<file path="src/rtl/cpu_pipe_pkg.sv">
// Shared pipeline definitions for the CPU: register tag layout, the
// "register file" forwarding select value and the select-width helper.
package cpu_pipe_pkg;

    localparam int REG_AW     = 5;
    localparam int FWD_SEL_RF = 0;

    typedef struct packed {
        logic              v;
        logic              wr;
        logic [REG_AW-1:0] rd;
        logic              ld;
    } tag_t;

    function automatic int selW(input int depth);
        return (depth < 1) ? 1 : $clog2(depth + 1);
    endfunction

endpackage

</file>
<file path="src/rtl/fwd_hazard_unit_if.sv">
// Bundle between the CPU pipeline control and the forwarding/hazard unit.
// The master is the pipeline side, the slave is the hazard unit.
interface fwd_hazard_unit_if #(
    parameter int NUM_SRC = 2,
    parameter int REG_AW  = 5,
    parameter int SEL_W   = 2,
    parameter int CNT_W   = 16
);
    logic                      ex_valid_i;
    logic                      ex_regwrite_i;
    logic [REG_AW-1:0]         ex_rd_i;
    logic                      ex_is_load_i;
    logic [NUM_SRC*REG_AW-1:0] ex_rs_i;
    logic [NUM_SRC-1:0]        ex_rs_used_i;
    logic [NUM_SRC*REG_AW-1:0] id_rs_i;
    logic [NUM_SRC-1:0]        id_rs_used_i;
    logic                      flush_i;
    logic [NUM_SRC*SEL_W-1:0]  fwd_sel_o;
    logic                      stall_o;
    logic                      err_o;
    logic [CNT_W-1:0]          stall_cnt_o;

    modport master (
        output ex_valid_i, ex_regwrite_i, ex_rd_i, ex_is_load_i,
        output ex_rs_i, ex_rs_used_i, id_rs_i, id_rs_used_i, flush_i,
        input  fwd_sel_o, stall_o, err_o, stall_cnt_o
    );

    modport slave (
        input  ex_valid_i, ex_regwrite_i, ex_rd_i, ex_is_load_i,
        input  ex_rs_i, ex_rs_used_i, id_rs_i, id_rs_used_i, flush_i,
        output fwd_sel_o, stall_o, err_o, stall_cnt_o
    );
endinterface

</file>
<file path="src/rtl/fwd_src_match.sv">
// Priority comparator for one EX source operand across the tag stages.
// The nearest matching stage wins; hitLoad flags a win by a stage-1 load.
module fwd_src_match
    import cpu_pipe_pkg::*;
#(
    parameter int DEPTH    = 2,
    parameter int REG_AW   = 5,
    parameter int SEL_W    = 2,
    parameter int ZERO_REG = 1
) (
    input  logic [DEPTH:1]             tagV,
    input  logic [DEPTH:1]             tagWr,
    input  logic [DEPTH:1][REG_AW-1:0] tagRd,
    input  logic [DEPTH:1]             tagLd,
    input  logic [REG_AW-1:0]          src,
    input  logic                       used,
    output logic [SEL_W-1:0]           sel,
    output logic                       hitLoad
);

    // Scan from the farthest stage inward so the nearest match overwrites.
    always_comb begin
        sel     = SEL_W'(FWD_SEL_RF);
        hitLoad = 1'b0;
        for (int s = DEPTH; s >= 1; s--) begin
            if (tagV[s] && tagWr[s] && used && (tagRd[s] == src) &&
                ((ZERO_REG == 0) || (tagRd[s] != '0))) begin
                sel     = SEL_W'(s);
                hitLoad = (s == 1) && tagLd[s];
            end
        end
    end

endmodule

</file>
<file path="src/rtl/fwd_hazard_unit.sv">
// Forwarding and load-use hazard unit: shadow tag pipeline past EX, per-source
// bypass selects, the ID-stage load-use stall, a sticky error and a stall counter.
module fwd_hazard_unit
    import cpu_pipe_pkg::*;
#(
    parameter int NUM_SRC  = 2,
    parameter int DEPTH    = 2,
    parameter int REG_AW   = 5,
    parameter int ZERO_REG = 1,
    parameter int CNT_W    = 16
) (
    input logic              clk_i,
    input logic              rst_i,
    fwd_hazard_unit_if.slave bus
);

    localparam int SEL_W = selW(DEPTH);

    logic [DEPTH:1]             tagV;
    logic [DEPTH:1]             tagWr;
    logic [DEPTH:1]             tagLd;
    logic [DEPTH:1][REG_AW-1:0] tagRd;
    logic [NUM_SRC-1:0]         hitLoad;
    logic [NUM_SRC*SEL_W-1:0]   selVec;
    logic                       idHit;
    logic                       stall;
    logic                       errFlag;
    logic [CNT_W-1:0]           stallCnt;

    // A flushed or bubble EX instruction enters stage 1 as an invalid tag.
    always_ff @(posedge clk_i) begin
        if (rst_i) begin
            tagV  <= '0;
            tagWr <= '0;
            tagLd <= '0;
            tagRd <= '0;
        end else begin
            tagV[1]  <= bus.ex_valid_i & bus.ex_regwrite_i & ~bus.flush_i;
            tagWr[1] <= bus.ex_regwrite_i;
            tagRd[1] <= bus.ex_rd_i;
            tagLd[1] <= bus.ex_is_load_i;
            for (int s = 2; s <= DEPTH; s++) begin
                tagV[s]  <= tagV[s-1];
                tagWr[s] <= tagWr[s-1];
                tagRd[s] <= tagRd[s-1];
                tagLd[s] <= tagLd[s-1];
            end
        end
    end

    for (genvar k = 0; k < NUM_SRC; k++) begin : gSrc
        fwd_src_match #(
            .DEPTH   (DEPTH),
            .REG_AW  (REG_AW),
            .SEL_W   (SEL_W),
            .ZERO_REG(ZERO_REG)
        ) uMatch (
            .tagV   (tagV),
            .tagWr  (tagWr),
            .tagRd  (tagRd),
            .tagLd  (tagLd),
            .src    (bus.ex_rs_i[k*REG_AW +: REG_AW]),
            .used   (bus.ex_rs_used_i[k]),
            .sel    (selVec[k*SEL_W +: SEL_W]),
            .hitLoad(hitLoad[k])
        );
    end

    // Load-use: the load in EX produces a register the ID instruction reads.
    always_comb begin
        idHit = 1'b0;
        for (int k = 0; k < NUM_SRC; k++) begin
            if (bus.id_rs_used_i[k] && (bus.id_rs_i[k*REG_AW +: REG_AW] == bus.ex_rd_i) &&
                ((ZERO_REG == 0) || (bus.ex_rd_i != '0))) begin
                idHit = 1'b1;
            end
        end
        stall = bus.ex_valid_i & bus.ex_is_load_i & bus.ex_regwrite_i &
                ~bus.flush_i & ~rst_i & idHit;
    end

    always_ff @(posedge clk_i) begin
        if (rst_i) begin
            errFlag  <= 1'b0;
            stallCnt <= '0;
        end else begin
            if (|hitLoad) begin
                errFlag <= 1'b1;
            end
            if (stall && (stallCnt != {CNT_W{1'b1}})) begin
                stallCnt <= stallCnt + 1'b1;
            end
        end
    end

    assign bus.fwd_sel_o   = selVec;
    assign bus.stall_o     = stall;
    assign bus.err_o       = errFlag;
    assign bus.stall_cnt_o = stallCnt;

endmodule
</file>
<file path="src/flat_wrapper.sv">
// flat-port wrapper written by rule: the top's interface ports become plain ports
module fwd_hazard_unit_flat import cpu_pipe_pkg::*;
#(
    parameter int NUM_SRC  = 2,
    parameter int DEPTH    = 2,
    parameter int REG_AW   = 5,
    parameter int ZERO_REG = 1,
    parameter int CNT_W    = 16
)
  (clk_i, rst_i, bus_ex_valid_i, bus_ex_regwrite_i, bus_ex_rd_i, bus_ex_is_load_i, bus_ex_rs_i, bus_ex_rs_used_i, bus_id_rs_i, bus_id_rs_used_i, bus_flush_i, bus_fwd_sel_o, bus_stall_o, bus_err_o, bus_stall_cnt_o);
  fwd_hazard_unit_if #(.NUM_SRC(NUM_SRC), .REG_AW(REG_AW), .CNT_W(CNT_W)) bus_i ();
  input logic clk_i;
  input logic rst_i;
  input wire logic [$bits(bus_i.ex_valid_i)-1:0] bus_ex_valid_i;
  input wire logic [$bits(bus_i.ex_regwrite_i)-1:0] bus_ex_regwrite_i;
  input wire logic [$bits(bus_i.ex_rd_i)-1:0] bus_ex_rd_i;
  input wire logic [$bits(bus_i.ex_is_load_i)-1:0] bus_ex_is_load_i;
  input wire logic [$bits(bus_i.ex_rs_i)-1:0] bus_ex_rs_i;
  input wire logic [$bits(bus_i.ex_rs_used_i)-1:0] bus_ex_rs_used_i;
  input wire logic [$bits(bus_i.id_rs_i)-1:0] bus_id_rs_i;
  input wire logic [$bits(bus_i.id_rs_used_i)-1:0] bus_id_rs_used_i;
  input wire logic [$bits(bus_i.flush_i)-1:0] bus_flush_i;
  output wire logic [$bits(bus_i.fwd_sel_o)-1:0] bus_fwd_sel_o;
  output wire logic [$bits(bus_i.stall_o)-1:0] bus_stall_o;
  output wire logic [$bits(bus_i.err_o)-1:0] bus_err_o;
  output wire logic [$bits(bus_i.stall_cnt_o)-1:0] bus_stall_cnt_o;
  assign bus_i.ex_valid_i = bus_ex_valid_i;
  assign bus_i.ex_regwrite_i = bus_ex_regwrite_i;
  assign bus_i.ex_rd_i = bus_ex_rd_i;
  assign bus_i.ex_is_load_i = bus_ex_is_load_i;
  assign bus_i.ex_rs_i = bus_ex_rs_i;
  assign bus_i.ex_rs_used_i = bus_ex_rs_used_i;
  assign bus_i.id_rs_i = bus_id_rs_i;
  assign bus_i.id_rs_used_i = bus_id_rs_used_i;
  assign bus_i.flush_i = bus_flush_i;
  assign bus_fwd_sel_o = bus_i.fwd_sel_o;
  assign bus_stall_o = bus_i.stall_o;
  assign bus_err_o = bus_i.err_o;
  assign bus_stall_cnt_o = bus_i.stall_cnt_o;
  fwd_hazard_unit #(.NUM_SRC(NUM_SRC), .DEPTH(DEPTH), .REG_AW(REG_AW), .ZERO_REG(ZERO_REG), .CNT_W(CNT_W)) u_core (.clk_i(clk_i), .rst_i(rst_i), .bus(bus_i));
endmodule
</file>
<file path="config.mk">
export PLATFORM = sky130hd
export DESIGN_NAME = fwd_hazard_unit_flat
export DESIGN_NICKNAME = d
export VERILOG_FILES = /design/src/rtl/cpu_pipe_pkg.sv /design/src/rtl/fwd_hazard_unit_if.sv /design/src/rtl/fwd_src_match.sv /design/src/rtl/fwd_hazard_unit.sv /design/src/flat_wrapper.sv
export SDC_FILE = /design/constraint.sdc
export NUM_CORES = 1
export LEC_CHECK = 0
export CORE_UTILIZATION = 49
export CTS_CLUSTER_SIZE = 12
export DETAILED_ROUTE_END_ITERATION = 8
export PLACE_DENSITY = 0.85
export SLEW_MARGIN = 20
export SYNTH_ARGS = -nofsm -noshare
export SYNTH_HDL_FRONTEND = slang
export SYNTH_SLANG_ARGS = --single-unit
</file>
<file path="constraint.sdc">
create_clock -name clk_i -period 3.41 [get_ports clk_i]
set_clock_uncertainty 0.15 [all_clocks]
set_input_delay 0.682 -clock clk_i [delete_from_list [all_inputs] [get_ports clk_i]]
set_output_delay 0.682 -clock clk_i [all_outputs]
set_load 0.01 [all_outputs]
</file>
==> reports/qor.yml <==
status: "finished clean"
path_clk_slew_ns: 0.10
dr.pass1.iters: 4
drv_cap: 0
num_vias: 1545
path_max_fanout: 2
grt.overflow.total: 0
worstPathArrival_ns: 2.51
critPathCaptureType: "output pin"
grt_pass1_vias: 1352
synth_edf_count: 0
mostFrequentLayoutCell: "clkdlybuf4s50_1"
wl_per_cell_um: 13.22
drc_errors: 0
setup_viol: 0
grt_max_degree: 35
cts_buffers: 5
cts.sinks: 32
routed_wl_um: 3899
cts_root_buf: "clkbuf_4"
diodes: 0
syn_nets: 222
clk_path_buf_depth: 2
ys_warn_count: 0
drtAntennaViolNets: 0
dp_hpwl_um: 2967
p_per_area_nw_per_um2: 322.3
hold_viol_final: 0
seq_area_frac_synth_pct: 37.73
htree_levels: 2
min_from: "u_core.bus.err_o"
core-area_um2: 3337
ys_ff_latch: 32
syn_inst: 186
r2r-end: "u_core.bus.stall_cnt_o[13]"
tritoncts: "done"
clock_latency_ns: 0.33
boundaryPins: 57
syn_area_um2: 1698
dp_cells: 287
die_w_um: 60.87
slew-limit-headroom_pct: 70.36
rows: 21
drive_above_1_share_pct: 10.84
nNetsFinal: 284
place_congestion: 0.7796
syn_to_final_growth_pct: 41.78
portBuffers: 56
antenna_found_initial: 0
post-cts-setup-buffers: 0
cp.required_ns: 2.58
vias_per_cell: 5.237
fmax_mhz: 299.2
fin_crit_sh_pct: 98.01
holdPathStages: 2
r2r_cells: 7
stdcell_count: 295
worst_slew_pin_slew_ns: 0.4409
period_minus_slack_ns: 3.342
yosysUniqueCellTypes: 42
whs_endpoint: "u_core.bus.err_o"
die_y_um: 60.87
synth_area_per_cell_um2: 9.128
ir_drop_mv: 0.1755
grt.total_usage_pct: 22.03
r2r_setup_slack_ns: 0.99
dieArea_um2: 3705
cp-startpoint: "bus_ex_rs_i[6]"
drtIter0Drc: 45
p_leak_nw: 0.8354
async_flop_share_pct: 0
crit_type: "in -> out"
synthFlopType: "dfxtp_1"
final_cell_mix: "clkdlybuf4s50_1 (53), dfxtp_1 (32), xnor2_1 (22)"
fill_cells: 281
grt_pass1_wl_um: 5947
start_kind: "primary input"
holdCritPathClass: "reg -> reg"
rsz0062_at_grt: "false"
timing.final.max_slew_violations: 0
r2r-start: "u_core.bus.stall_cnt_o[0]"
start_util_pct: 50.88
tns_ns: 0
power breakdown:
group	internal, mW	total [mW]	switching, mW
Combinational	0.0651	0.103	0.0377
Sequential	0.381	0.389	0.00761
Clock	0.153	0.284	0.131
layout make-up:
cell class                      instances  area, µm²  area share (%)
Multi-Input combinational cell        146       1016           42.20
Sequential cell                        32      640.6           26.61
Timing Repair Buffer                   61      605.6           25.16
Tap cell                               46      57.56           2.391
Clock inverter                          3      42.54           1.767
Clock buffer                            5      37.54           1.559
Inverter                                2      7.507          0.3119
per-layer routing:
layer  share of wire, %  global-route usage [%]  vias up
met4                1.1                   7.792        0
met5                  0                       0        -
met3                3.7                   5.757        4
met2                 49                   38.62       36
li1                   -                       -      791
met1                 46                   25.95      714
per-stage QoR:
stage	total power [mW]	setup slack, ns	instance area [µm²]	utilization (%)	hold slack (ns)
3_3_place_gp	0.4979	0.04829	2312	69.29	0.2839
3_5_place_dp	0.5001	0.02117	2312	69.29	0.3056
2_1_floorplan	0.4411	0.9389	1698	-	0.2884
5_1_grt	0.8093	0.02744	2407	72.14	0.3409
6_report	0.7759	0.06785	2407	72.14	0.3106
4_1_cts	0.7832	0.01573	2392	71.69	0.3208
worst max-delay path by stage:
stage                             to  cells past startpoint  slack [ns]
floorplan                bus_stall_o                      4        0.94
global placement         bus_stall_o                      6        0.05
detailed placement       bus_stall_o                      6        0.02
CTS                      bus_stall_o                      6        0.02
global route        bus_fwd_sel_o[3]                      6        0.03
finish              bus_fwd_sel_o[3]                      6        0.07
timing repair:
action                                  CTS  global route
hold buffers                              0             0
endpoints found under the setup margin    0             1
resized for setup                         0             5
critical path, cell delays in order:
cell and delay, ns:
clkdlybuf4s50_1 0.46, xor2_1 0.19, nor4_1 0.36, nand3_1 0.11
nor3_1 0.15, clkdlybuf4s50_1 0.56
cell families (layout without fill, tap and decap cells):
kind of cell	after synthesis	in the layout	synth area share, %
AOI/OAI and AO/OA	29	29	11.42
DFF	32	32	37.73
adders and majority gates	1	1	0.7368
muxes	4	4	3.021
xor gates and xnor gates	31	31	15.99
buffers and inverters	8	71	2.874
and+or+nand+nor	81	81	28.23
registers in the layout, indices dropped and copies added (netlist names):
name / flops
u_core.bus.err_o: 1
u_core.bus.stall_cnt_o: 16
u_core.tagLd: 1
u_core.tagRd: 10
u_core.tagV: 2
u_core.tagWr: 2
cells in the mapped netlist, types with 3 or more instances:
cell	instances	share of area, %
a21oi_1	10	2.9
clkbuf_1	4	0.88
dfxtp_1	32	38
nand2_1	10	2.2
nand3_1	7	2.1
nand4_1	7	2.6
nor2_1	7	1.5
nor2b_1	19	7.0
nor3_1	6	1.8
nor4_1	3	1.1
nor4_2	3	2.2
o21ai_1	5	1.5
or3_1	6	2.2
or4_1	5	2.2
xnor2_1	22	11
xor2_1	9	4.6
Note: power is estimated with default switching activity, not from simulation.
